[src/rtl/ureg_pkg.sv]
// Shared mode encodings for the universal shift register and its bench.
package ureg_pkg;

   typedef enum logic [2:0] {
      MODE_HOLD = 3'b000,
      MODE_LOAD = 3'b001,
      MODE_SHL  = 3'b010,
      MODE_SHR  = 3'b011,
      MODE_ROL  = 3'b100,
      MODE_ROR  = 3'b101,
      MODE_ASR  = 3'b110,
      MODE_CLR  = 3'b111
   } mode_e;

   localparam int MODE_W = 3;

   // True for every mode that moves bits by one position and advances the count.
   function automatic logic is_shift(input mode_e m);
      return (m == MODE_SHL) || (m == MODE_SHR) || (m == MODE_ROL) ||
             (m == MODE_ROR) || (m == MODE_ASR);
   endfunction

endpackage

[src/rtl/ureg_shift_unit.sv]
// Combinational next-value datapath for univ_shift_reg: load, shift, rotate, clear.
module ureg_shift_unit
   import ureg_pkg::*;
#(
   parameter int               WIDTH     = 8,
   parameter logic [WIDTH-1:0] RESET_VAL = '0
) (
   input  logic [WIDTH-1:0] cur,
   input  mode_e            mode,
   input  logic [WIDTH-1:0] din,
   input  logic             ser_l,
   input  logic             ser_r,
   output logic [WIDTH-1:0] nxt
);

   always_comb begin
      nxt = cur;
      case (mode)
         MODE_HOLD: nxt = cur;
         MODE_LOAD: nxt = din;
         MODE_SHL:  nxt = {cur[WIDTH-2:0], ser_l};
         MODE_SHR:  nxt = {ser_r, cur[WIDTH-1:1]};
         MODE_ROL:  nxt = {cur[WIDTH-2:0], cur[WIDTH-1]};
         MODE_ROR:  nxt = {cur[0], cur[WIDTH-1:1]};
         MODE_ASR:  nxt = {cur[WIDTH-1], cur[WIDTH-1:1]};
         MODE_CLR:  nxt = RESET_VAL;
         default:   nxt = cur;
      endcase
   end

endmodule

[src/rtl/univ_shift_reg.sv]
// Universal shift register with saturating shift count and done flag.
// Optional registered even-parity output when UREG_PARITY_EN is defined.
module univ_shift_reg
   import ureg_pkg::*;
#(
   parameter int               WIDTH     = 8,
   parameter logic [WIDTH-1:0] RESET_VAL = '0
) (
   input  logic                       clk,
   input  logic                       clear_n,
   input  logic                       en,
   input  logic [MODE_W-1:0]          mode,
   input  logic [WIDTH-1:0]           IN,
   input  logic                       ser_l,
   input  logic                       ser_r,
   output logic [WIDTH-1:0]           OUT,
   output logic [$clog2(WIDTH+1)-1:0] cnt,
   output logic                       done
`ifdef UREG_PARITY_EN
   ,
   output logic                       parity
`endif
);

   localparam int CW = $clog2(WIDTH+1);
   localparam logic [CW-1:0] CNT_MAX = CW'(WIDTH);

   mode_e            mode_sel;
   logic [WIDTH-1:0] nxt_val;
   logic [WIDTH-1:0] out_d, out_q;
   logic [CW-1:0]    cnt_d, cnt_q;
   logic             done_d, done_q;

   assign mode_sel = mode_e'(mode);

   ureg_shift_unit #(
      .WIDTH     (WIDTH),
      .RESET_VAL (RESET_VAL)
   ) u_shift_unit (
      .cur   (out_q),
      .mode  (mode_sel),
      .din   (IN),
      .ser_l (ser_l),
      .ser_r (ser_r),
      .nxt   (nxt_val)
   );

   always_comb begin
      out_d  = out_q;
      cnt_d  = cnt_q;
      done_d = done_q;
      if (en) begin
         if (mode_sel == MODE_LOAD || mode_sel == MODE_CLR) begin
            out_d  = nxt_val;
            cnt_d  = '0;
            done_d = 1'b0;
         end else if (is_shift(mode_sel)) begin
            out_d  = nxt_val;
            // Count saturates so done stays asserted through extra shifts.
            cnt_d  = (cnt_q == CNT_MAX) ? cnt_q : cnt_q + CW'(1);
            done_d = (cnt_d == CNT_MAX);
         end
      end
   end

   always_ff @(posedge clk or negedge clear_n) begin
      if (!clear_n) begin
         out_q  <= RESET_VAL;
         cnt_q  <= '0;
         done_q <= 1'b0;
      end else begin
         out_q  <= out_d;
         cnt_q  <= cnt_d;
         done_q <= done_d;
      end
   end

   assign OUT  = out_q;
   assign cnt  = cnt_q;
   assign done = done_q;

`ifdef UREG_PARITY_EN
   logic parity_d, parity_q;

   assign parity_d = ^out_d;

   always_ff @(posedge clk or negedge clear_n) begin
      if (!clear_n) parity_q <= ^RESET_VAL;
      else          parity_q <= parity_d;
   end

   assign parity = parity_q;
`endif

endmodule

[config.mk]
export PLATFORM = sky130hd
export DESIGN_NAME = univ_shift_reg
export DESIGN_NICKNAME = d
export VERILOG_FILES = /design/src/rtl/ureg_pkg.sv /design/src/rtl/ureg_shift_unit.sv /design/src/rtl/univ_shift_reg.sv
export SDC_FILE = /design/constraint.sdc
export NUM_CORES = 1
export LEC_CHECK = 0
export ABC_CLOCK_PERIOD_IN_PS = 1700
export CAP_MARGIN = 10
export CORE_MARGIN = 2
export CORE_UTILIZATION = 50
export CTS_CLUSTER_DIAMETER = 50
export DETAILED_ROUTE_END_ITERATION = 8
export DONT_BUFFER_PORTS = 1
export PLACE_DENSITY_LB_ADDON = 0.12
export SLEW_MARGIN = 20
export SYNTH_ARGS = -nofsm -noshare
export SYNTH_HDL_FRONTEND = slang
export SYNTH_HIERARCHICAL = 1
export SYNTH_SLANG_ARGS = --single-unit
[constraint.sdc]
create_clock -name clk -period 1.7 [get_ports clk]
set_input_delay 0.34 -clock clk [delete_from_list [all_inputs] [get_ports clk]]
set_output_delay 0.34 -clock clk [all_outputs]
set_load 0.01 [all_outputs]
### After elaboration in Yosys (flattened, before gate mapping)

Index checks and enable logic that the tools add are counted.

* bits in registers: 13
* bits of input ports: 16
* output and inout bits: 13
* logic and storage cells: 29

* add/sub/neg operators: 1
* equal/unequal tests: 9
* mux-type cells: 8
* reduce and logical (&&, ||, !) cells: 8

Operators with widths (count)
* 8-bit one-hot mux with 8 select lines: 1
* 8-bit two-way mux: 2
* 3-bit equality test (second input constant): 4
* 4-bit two-way mux: 3
* 4-bit equality test (second input constant): 2
* 3-bit by 2-bit equality test with 1-bit output (second input constant): 2
* 1-bit logical OR: 5
* 4-bit by 1-bit adder with 4-bit output (second input constant): 1
* 3-bit by 1-bit equality test with 1-bit output (second input constant): 1
* 3-bit logical NOT: 1
* 1-bit two-way mux: 2
* 2-bit AND reduction: 1
* 2-bit nonzero test: 1

### Longest topological paths before layout

* word-level depth: 7
* mapped depth: 7
* depth with buffers taken out: 6

### Hierarchy

The synthesis kept the hierarchy.

By module, submodules not included
* univ_shift_reg: instances 1, cells an instance 49, area each 605.6 um^2, sequential area each 325.3 um^2
* ureg_shift_unit: instances 1, cells an instance 60, area each 410.4 um^2, sequential area each 0.0 um^2

### Worst setup path before layout

Ideal clock, no wire load.

* path kind: reg-to-reg
* start: reg cnt_q[0], in the netlist cnt[0]
* end: reg done_q, in the netlist done
* library setup time: 0.066 ns
* arrival: 1.521 ns
* required time: 1.634 ns
* slack: 0.113 ns
* cell stages (with the launch flop): 7
* path buffers: 0
* period minus slack after synthesis: 1.587 ns
* cell sequence: dfrtp_1 inv_2 ha_1 nand2_1 or4b_1 o311ai_1 a32o_2

* longest elaborated chain between the ends: 5
* elaborated cells on any way between the ends: 6
* classes of those cells: add/sub: 1; eq/ne: 2; mux: 3

Ends and longest elaborated chain
* start: declaration: RTL line univ_shift_reg.sv:31 `logic [CW-1:0] cnt_d, cnt_q;`
* start signal: assignment: RTL line univ_shift_reg.sv:73 `cnt_q <= cnt_d;`
* 4-bit by 1-bit adder with 4-bit output / 4-bit equality test (equally long branches): RTL line univ_shift_reg.sv:60 `cnt_d = (cnt_q == CNT_MAX) ? cnt_q : cnt_q + CW'(1);`
* 4-bit two-way mux (*): RTL line univ_shift_reg.sv:60
* 4-bit equality test (*): RTL line univ_shift_reg.sv:61 `done_d = (cnt_d == CNT_MAX);`
* 1-bit two-way mux (*): RTL line univ_shift_reg.sv:57 `end else if (is_shift(mode_sel)) begin`
* 1-bit two-way mux (*): RTL line univ_shift_reg.sv:53 `if (mode_sel == MODE_LOAD || mode_sel == MODE_CLR) begin`
* end signal: assignment: RTL line univ_shift_reg.sv:74 `done_q <= done_d;`
* end: declaration: RTL line univ_shift_reg.sv:32 `logic done_d, done_q;`

Every way passes the cells marked *; elsewhere a longest branch is shown, timed or not. The select of a mux whose other input is x is not followed.
A chain may end at the register's enable or synchronous reset.

### Worst setup path in the final report

* start: reg cnt_q[1], in the netlist cnt[1]
* end: reg done_q, in the netlist done

The elaborated chain is that of the path after synthesis.

==> impl_metrics.ini <==
[outcome]
status = completed

[floorplanning]
die_area_sq_um = 2410
die_x_um = 49.1
core_sq_um = 1940
die_h_um = 49.1
std_cell_rows = 16
start_util_pct = 52.3
io_pins = 29

[power_and_ir_drop]
leakage_nw = 0.472
ir_worst_vdd_mv = 0.507
power.total_mw = 1.07
p_per_area_nw_per_um2 = 995

[logic_synthesis]
synthTopCellsByArea = dfrtp_1 32%, mux2_1 6.7%, a21oi_1 5.9%
synth-seq-area-share_pct = 32.0
synthCells = 109
syn_nets = 127
synth_flop_cell = dfrtp_1
synth_area_leader_cell = dfrtp_1
synth_top_area_share_pct = 32.0
synth_edf_count = 0
syn_avg_cell_area_sq_um = 9.32
yosysWarnings = 6
synthArstFlopShare_pct = 100
yosysUniqueCellTypes = 39
netlist_area_sq_um = 1020
synth-seq-cells = 13

[cts]
cts_buffers = 3
clock_sinks = 13
insertion_delay_ns = 0.27
cts_htree_levels = 1
clk_path_buf_depth = 2
path_clk_slew_ns = 0.08
cts_root_buf = clkbuf_4
cts_tree = done

[worst_setup_path]
crit_fanout = 5
r2r_slack_ns = 0.08
cp_data_arrival_time_ns = 1.83
endpoint_kind = register
critical_path_required_ns = 1.92
worstSetupStartpointType = register
critPathKind = reg -> reg

[timing]
drv_slew = 0
finalClockSkew_ns = 0.00136
fmax_mhz = 619
timing.slew.headroom_pct = 58.0
setup_viol = 0
hold_violations = 0
worst_slew_pin_slew_ns = 0.628
min_period_ns = 1.62
period_share_pct = 95.0

[place]
portBuffers = 0
place_hpwl_mm = 1.52
gp_congestion = 0.730

[detailed_routing]
drt-met1-wl_mm = 1.04
wl_met3_um = 144
post_drt_via_cell_ratio = 6.03
drt-total-wl_mm = 2.17
drt_iter0_drc = 27
antenna_left = 0
drc_errors = 0
highest_layer = met4
wire_per_inst_um = 15.6
first_pass_iters = 4
dr_wl_met2_um = 971
vias = 838

[global_route]
grt_pass1_wl_mm = 3.73
track_usage_pct = 19.8
overflow = 0
grt_max_degree = 30
grt_pass1_vias = 792
antenna_found_initial = 0

[layout]
area_delta_synth_final_pct = 5.42
n_antenna_cell = 0
drive_above_1_share_pct = 19.6
n_fill_cell = 187
fin_util_pct = 55.2
nets = 131

[hold_path]
hold_path.class = in -> reg

[run]
cap_violations = 0
==> area by class of cell <==
type	count	area, sq um	area share [%]
Clock buffer	3	22.5	2.10
Timing Repair Buffer	7	55.1	5.14
Multi-Input combinational cell	85	616	57.5
Clock inverter	1	5.00	0.467
Tap cell	27	33.8	3.15
Sequential cell	13	328	30.6
Inverter	3	11.3	1.05
==> final timing paths <==
path                         start  depth (start not counted)  endpoint
max in group asynchronous  clear_n                          1    cnt[1]
min reg2reg                   done                          1      done
min in group asynchronous  clear_n                          1    OUT[1]
min                        mode[0]                          3    OUT[7]
max                         cnt[1]                          6      done
max reg2reg                 cnt[1]                          6      done
==> cells by family (layout without fill, tap and decap cells) <==
family / count (synthesis) / in the layout / share of synthesized area (%)
buf+inv: 11 / 14 / 7.39
compound gates: 36 / 36 / 23.6
flops: 13 / 13 / 32.0
simple gates: 33 / 33 / 17.6
mux: 12 / 12 / 13.3
fa+ha+maj: 2 / 2 / 2.46
xor+xnor: 2 / 2 / 3.57
==> layout by cell type, fill, tap and decap left out, types with 2 or more instances in the layout <==
| master | n |
|---|---|
| a21oi_1 | 12 |
| dfrtp_1 | 11 |
| nor2_1 | 8 |
| mux2_1 | 6 |
| buf_4 | 6 |
| o21ai_1 | 5 |
| nor2b_1 | 5 |
| nand3_1 | 4 |
| nand2_1 | 4 |
| nor3_1 | 4 |
| a311o_1 | 4 |
| o21ai_0 | 3 |
| clkbuf_4 | 3 |
| mux2i_1 | 3 |
| inv_1 | 2 |
| nand3b_1 | 2 |
| a21o_1 | 2 |
| mux2_2 | 2 |
| ha_1 | 2 |
| dfrtp_2 | 2 |
| a22oi_1 | 2 |
==> per-stage QoR <==
stage | setup WS, ns | instance area [sq um] | TNS, ns | std cells | hold slack (ns)
2_1_floorplan | 0.113 | 1020 | 0 | 109 | 0.0444
3_3_place_gp | 0.117 | 1020 | 0 | 133 | 0.0447
3_5_place_dp | 0.0647 | 1020 | 0 | 133 | 0.0447
4_1_cts | 0.0414 | 1060 | 0 | 138 | 0.297
5_1_grt | -0.00470 | 1070 | -0.00470 | 139 | 0.310
6_report | 0.0844 | 1070 | 0 | 139 | 0.313
==> power breakdown <==
part | total [mW] | internal [mW] | switching, mW
clock | 0.186 | 0.0872 | 0.0985
combinational | 0.388 | 0.203 | 0.186
sequential | 0.492 | 0.385 | 0.107
==> critical path, cell delays in order, from the launching register on <==
cell	delay (ns)
dfrtp_2	0.43
inv_1	0.07
ha_1	0.17
nand2_1	0.12
or4b_1	0.45
o311ai_1	0.11
a32o_2	0.21
==> metal layers <==
| metal | global-route usage, % | vias to the layer above |
|---|---|---|
| met4 | 1.43 | 0 |
| met2 | 31.3 | 23 |
| met5 | 0 | - |
| li1 | - | 413 |
| met1 | 26.2 | 400 |
| met3 | 8.59 | 2 |
==> cells in the mapped netlist (all sizes together), types with 3 or more instances <==
library cell / n
a21o: 3
a21oi: 12
a311o: 4
buf: 8
dfrtp: 13
inv: 3
mux2: 9
mux2i: 3
nand2: 4
nand3: 4
nor2: 8
nor2b: 5
nor3: 4
o21ai: 9
==> sequential cells by signal (all words and copies together) (netlist names) <==
register  cells
OUT           8
cnt           4
done          1
==> what timing repair did <==
item                                    4_1_cts  5_1_grt
endpoints found under the setup margin        0        1
hold endpoints to repair                     13        0
setup buffers                                 0        1
gates resized for setup                       0        2
hold buffers                                  1        0
Power figures use the tool's default switching activity.
